--- src/rtl/temp_table_writer.sv ---
// temp_table_writer: builds the Celsius->Fahrenheit and Fahrenheit->Celsius
// conversion tables one entry at a time and writes them to the table RAMs.
// Each entry is computed with a shift-add multiply and a restoring divider.
// Optional build macro TEMP_TABLE_CHECKSUM_EN adds a 16-bit running sum of
// all accepted write data on the checksum output.
module temp_table_writer #(
  parameter int unsigned SIZE  = 8,
  parameter int unsigned C_MAX = 100,
  parameter int unsigned DIV_W = 11
) (
  input  logic            clk,
  input  logic            rst,
  input  logic            start,
  input  logic            wr_ready,
  output logic            wr_en,
  output logic            wr_sel,
  output logic [SIZE-1:0] wr_addr,
  output logic [SIZE-1:0] wr_data,
  output logic            busy,
  output logic            done
`ifdef TEMP_TABLE_CHECKSUM_EN
  ,
  output logic [15:0]     checksum
`endif
);

  localparam int unsigned F_MAX = (C_MAX * 9) / 5;
  localparam int unsigned CNT_W = $clog2(DIV_W + 1);
  localparam int unsigned REM_W = DIV_W - 1;

  typedef enum logic [2:0] {
    S_IDLE,
    S_LOAD,
    S_DIV,
    S_WRITE,
    S_NEXT,
    S_DONE
  } state_t;

  state_t             state;
  logic [SIZE-1:0]    idx;
  logic [CNT_W-1:0]   cnt;
  logic [REM_W-1:0]   rem;
  logic [DIV_W-1:0]   quo;

  logic [DIV_W-1:0]   num_c;
  logic [DIV_W-1:0]   divisor_c;
  logic [DIV_W-1:0]   trial_c;
  logic [REM_W-1:0]   rem_nxt_c;
  logic [DIV_W-1:0]   quo_nxt_c;
  logic [SIZE-1:0]    data_c;

  // Numerator for the current entry: idx*9+2 (C->F) or idx*5+4 (F->C)
  always_comb begin
    num_c = '0;
    if (!wr_sel) begin
      num_c = (DIV_W'(idx) << 3) + DIV_W'(idx) + DIV_W'(2);
    end else begin
      num_c = (DIV_W'(idx) << 2) + DIV_W'(idx) + DIV_W'(4);
    end
  end

  // One restoring shift-subtract step; quotient bits shift in from the right
  always_comb begin
    divisor_c = wr_sel ? DIV_W'(9) : DIV_W'(5);
    trial_c   = {rem, quo[DIV_W-1]};
    rem_nxt_c = REM_W'(trial_c);
    quo_nxt_c = {quo[DIV_W-2:0], 1'b0};
    if (trial_c >= divisor_c) begin
      rem_nxt_c = REM_W'(trial_c - divisor_c);
      quo_nxt_c = {quo[DIV_W-2:0], 1'b1};
    end
  end

  // Table value from the final quotient; C->F entries carry the +32 offset
  always_comb begin
    data_c = wr_sel ? SIZE'(quo_nxt_c) : SIZE'(quo_nxt_c + DIV_W'(32));
  end

  // Sequencer: load numerator, divide, write with handshake, advance index
  always_ff @(posedge clk) begin
    if (!rst) begin
      state    <= S_IDLE;
      idx      <= '0;
      cnt      <= '0;
      rem      <= '0;
      quo      <= '0;
      wr_en    <= 1'b0;
      wr_sel   <= 1'b0;
      wr_addr  <= '0;
      wr_data  <= '0;
      busy     <= 1'b0;
      done     <= 1'b0;
`ifdef TEMP_TABLE_CHECKSUM_EN
      checksum <= '0;
`endif
    end else begin
      case (state)
        S_IDLE: begin
          if (start) begin
            state    <= S_LOAD;
            idx      <= '0;
            wr_sel   <= 1'b0;
            busy     <= 1'b1;
            done     <= 1'b0;
`ifdef TEMP_TABLE_CHECKSUM_EN
            checksum <= '0;
`endif
          end
        end
        S_LOAD: begin
          quo   <= num_c;
          rem   <= '0;
          cnt   <= '0;
          state <= S_DIV;
        end
        S_DIV: begin
          quo <= quo_nxt_c;
          rem <= rem_nxt_c;
          cnt <= cnt + CNT_W'(1);
          if (cnt == CNT_W'(DIV_W - 1)) begin
            state   <= S_WRITE;
            wr_en   <= 1'b1;
            wr_addr <= idx;
            wr_data <= data_c;
          end
        end
        S_WRITE: begin
          if (wr_ready) begin
            wr_en    <= 1'b0;
            state    <= S_NEXT;
`ifdef TEMP_TABLE_CHECKSUM_EN
            checksum <= checksum + 16'(wr_data);
`endif
          end
        end
        S_NEXT: begin
          if (!wr_sel) begin
            state <= S_LOAD;
            if (idx == SIZE'(C_MAX)) begin
              wr_sel <= 1'b1;
              idx    <= '0;
            end else begin
              idx <= idx + SIZE'(1);
            end
          end else if (idx == SIZE'(F_MAX)) begin
            state <= S_DONE;
            busy  <= 1'b0;
            done  <= 1'b1;
          end else begin
            idx   <= idx + SIZE'(1);
            state <= S_LOAD;
          end
        end
        S_DONE: begin
          state <= S_IDLE;
        end
        default: begin
          state <= S_IDLE;
        end
      endcase
    end
  end

endmodule

--- config.mk ---
export PLATFORM = sky130hd
export DESIGN_NAME = temp_table_writer
export DESIGN_NICKNAME = d
export VERILOG_FILES = /design/src/rtl/temp_table_writer.sv
export SDC_FILE = /design/constraint.sdc
export NUM_CORES = 1
export LEC_CHECK = 0
export ABC_AREA = 1
export CORE_UTILIZATION = 37
export DETAILED_ROUTE_END_ITERATION = 10
export PLACE_DENSITY_LB_ADDON = 0.3
export SYNTH_ARGS = -nofsm -noshare
export SYNTH_HDL_FRONTEND = slang
export SYNTH_SLANG_ARGS = --single-unit
--- constraint.sdc ---
create_clock -name clk -period 2.4 [get_ports clk]
set_input_delay 0.6 -clock clk [delete_from_list [all_inputs] [get_ports clk]]
set_output_delay 0.6 -clock clk [all_outputs]
set_load 0.005 [all_outputs]
==> impl_metrics.env <==
export IMPL_clkPwrFrac_pct=17.8
export IMPL_yosys_cell_count_top_type="nand2_1"
export IMPL_synth_area_mm2=0.00363
export IMPL_netlist_top_cells_area="dfxtp_1, nand2_1, ha_1, a21oi_1, inv_1"
export IMPL_htree_levels=2
export IMPL_wl_mm=8.98
export IMPL_diodes=0
export IMPL_holdBufCountCts=0
export IMPL_ant_nets=0
export IMPL_fmax_ghz=0.474
export IMPL_fin_skew_ps=6.27
export IMPL_power_density_mw_per_mm2=737
export IMPL_grtUsageTotal_pct=19.0
export IMPL_power_share_combinational_pct=42.4
export IMPL_multi_input_comb_area_mm2=0.00219
export IMPL_syn_num_nets=555
export IMPL_post_dp_hpwl_mm=6.64
export IMPL_grt_max_degree=29
export IMPL_clk_latency_ps=310
export IMPL_drtIter0Drc=193
export IMPL_hold_class="reg -> reg"
export IMPL_synth_top_area_cell="dfxtp_1"
export IMPL_area_growth_syn_to_layout_pct=13.0
export IMPL_firstDrtPassIters=4
export IMPL_final_period_utilization_pct=87.8
export IMPL_gp_congestion=0.924
export IMPL_row_count=35
export IMPL_drv_cap=0
export IMPL_yosys_warnings=0
export IMPL_die_x_um=101
export IMPL_cp_end_kind="flip-flop"
export IMPL_fin_nets=581
export IMPL_grt_remaining_overflow=0
export IMPL_seqCellArea_mm2=0.00112
export IMPL_clock_path_buffers=2
export IMPL_synth_avg_cell_area_um2=6.94
export IMPL_post_cts_buffers=0
export IMPL_fill_cells=988
export IMPL_rsz0062_at_grt="false"
export IMPL_die_h_um=101
export IMPL_antenna_found_initial=0
export IMPL_seq_power_share_pct=39.8
export IMPL_synth_common_cells="nand2_1, dfxtp_1, a21oi_1, inv_1, nor2_1"
export IMPL_initial_utilization_pct=38.8
export IMPL_crit_arrival_ps=2320
export IMPL_via_per_inst=5.02
export IMPL_cts_clk_slew_worst_paths_ps=110
export IMPL_synth_top_cell_area_share_pct=30.9
export IMPL_p_sw_share_pct=43.1
export IMPL_worst_pin_slew_ps=417
export IMPL_synth_edf_count=0
export IMPL_yosysSeqAreaShare_pct=30.9
export IMPL_ys_seq_elements=56
export IMPL_via_count=3410
export IMPL_start_kind="flip-flop"
export IMPL_synth_ff_type="dfxtp_1"
export IMPL_power_internal_mw=1.72
export IMPL_numCtsBuffers=5
export IMPL_cp_required_ps=2610
export IMPL_crit_fanout=6
export IMPL_root_buffer="clkbuf_8"
export IMPL_grt_pass1_wl_mm=15.4
export IMPL_timing_final_hold_violations=0
export IMPL_outcome="finished, final reports clean"
export IMPL_core_mm2=0.00937
export IMPL_dieArea_mm2=0.0102
export IMPL_path_class="reg -> reg"
export IMPL_slew_limit_headroom_pct=72.2
export IMPL_drive_gt1_share_pct=9.09
export IMPL_setup_viol=0
export IMPL_synthCells=523
export IMPL_power_mw=3.03
export IMPL_ir_drop_uv=372
export IMPL_leakage_nw=1.82
export IMPL_async_flop_share_pct=0
export IMPL_cts_tree="yes"
export IMPL_drc=0
export IMPL_finalCriticalPeriod_ps=2110
export IMPL_final_max_slew_violation_count=0
export IMPL_ys_types=38
export IMPL_first_global_vias=3323
export IMPL_numPortBuffers=23
export IMPL_switching_power_mw=1.31
export IMPL_clock_sinks=56
export IMPL_fin_setup_tns_ps=0
export IMPL_wl_per_cell_um=13.2
export IMPL_io_pins=24
[routing by layer]
| layer | vias up | part of all wire, % | track usage [%] |
|---|---|---|---|
| met5 | - | 0 | 0 |
| met4 | 0 | 1.7 | 5.69 |
| met3 | 9 | 4.3 | 2.64 |
| met2 | 72 | 44 | 30.2 |
| met1 | 1551 | 50 | 26.5 |
| li1 | 1778 | - | - |
[state kept, by name, indices dropped and copies added (netlist names), 3 cells and up]
register  cells
rem          10
cnt           4
wr_data       8
idx           8
wr_addr       8
state         3
quo          11
[critical path: stages (launching register included)]
cell and delay [ps]:
dfxtp_2 400, inv_1 110, ha_1 210, inv_1 50, ha_1 190, inv_1 70, fa_1 410, inv_1 90
nand3_1 90, nand3_1 80, nand2_1 50, nand3_1 70, nand3_1 80, nand2_1 70, a21oi_1 50
[logic make-up (layout without fill, tap and decap cells)]
logic type                 after synthesis  count (layout)  share of synthesized area [%]
and+or+nand+nor                        241             241                           30.6
AOI/OAI and AO/OA                      111             111                           17.2
buffers and inverters                   76             103                           8.92
DFF                                     56              56                           30.9
adders and majority gates               28              28                           9.85
xor gates and xnor gates                11              11                           2.65
[cells in the final DEF, fill, tap and decap left out, drive strengths merged, types with 7 or more instances in the layout]
cell type / n
a21oi: 58
buf: 12
clkdlybuf4s50: 23
dfxtp: 56
ha: 27
inv: 59
nand2: 120
nand3: 40
nand4: 7
nor2: 57
nor3: 15
o21ai: 36
[worst paths after layout]
kind	start	end	slack, ps	cells after the start
max reg2reg	idx[0]	quo[9]	290	14
min	wr_en	wr_en	470	2
max	idx[0]	quo[9]	290	14
min reg2reg	wr_en	wr_en	470	2
[stage by stage]
stage	setup WS (ps)	utilization, %	cells	instance area, um2	hold slack (ps)
after detailed placement	237	42.9	671	4020	456
after global placement	310	42.9	671	4020	449
after floorplan	340	-	523	3630	444
after global routing	44.4	43.8	679	4110	505
after CTS	200	43.8	679	4100	476
final	292	43.8	679	4110	473
[power by group through the flow]
stage / combinational, mW / clock, mW / sequential [mW]
after floorplan: 1.07 / 0 / 1.19
after global placement: 1.27 / 0 / 1.22
after detailed placement: 1.28 / 0 / 1.22
after CTS: 1.29 / 0.565 / 1.20
after global routing: 1.45 / 0.596 / 1.22
final: 1.28 / 0.540 / 1.20
[what timing repair did]
action | 4_1_cts | 5_1_grt
resized for setup | 0 | 1
setup endpoints to repair | 0 | 1
endpoints found under the hold margin | 0 | 0
[area by class of cell]
class | instances | area share [%]
multi-input combinational | 391 | 53.3
clock inverter | 2 | 0.335
sequential | 56 | 27.3
clock buffer | 6 | 1.77
tap | 129 | 3.93
inverter | 60 | 5.55
timing repair buffer | 35 | 7.80
Note: power is estimated with default switching activity, not from simulation.
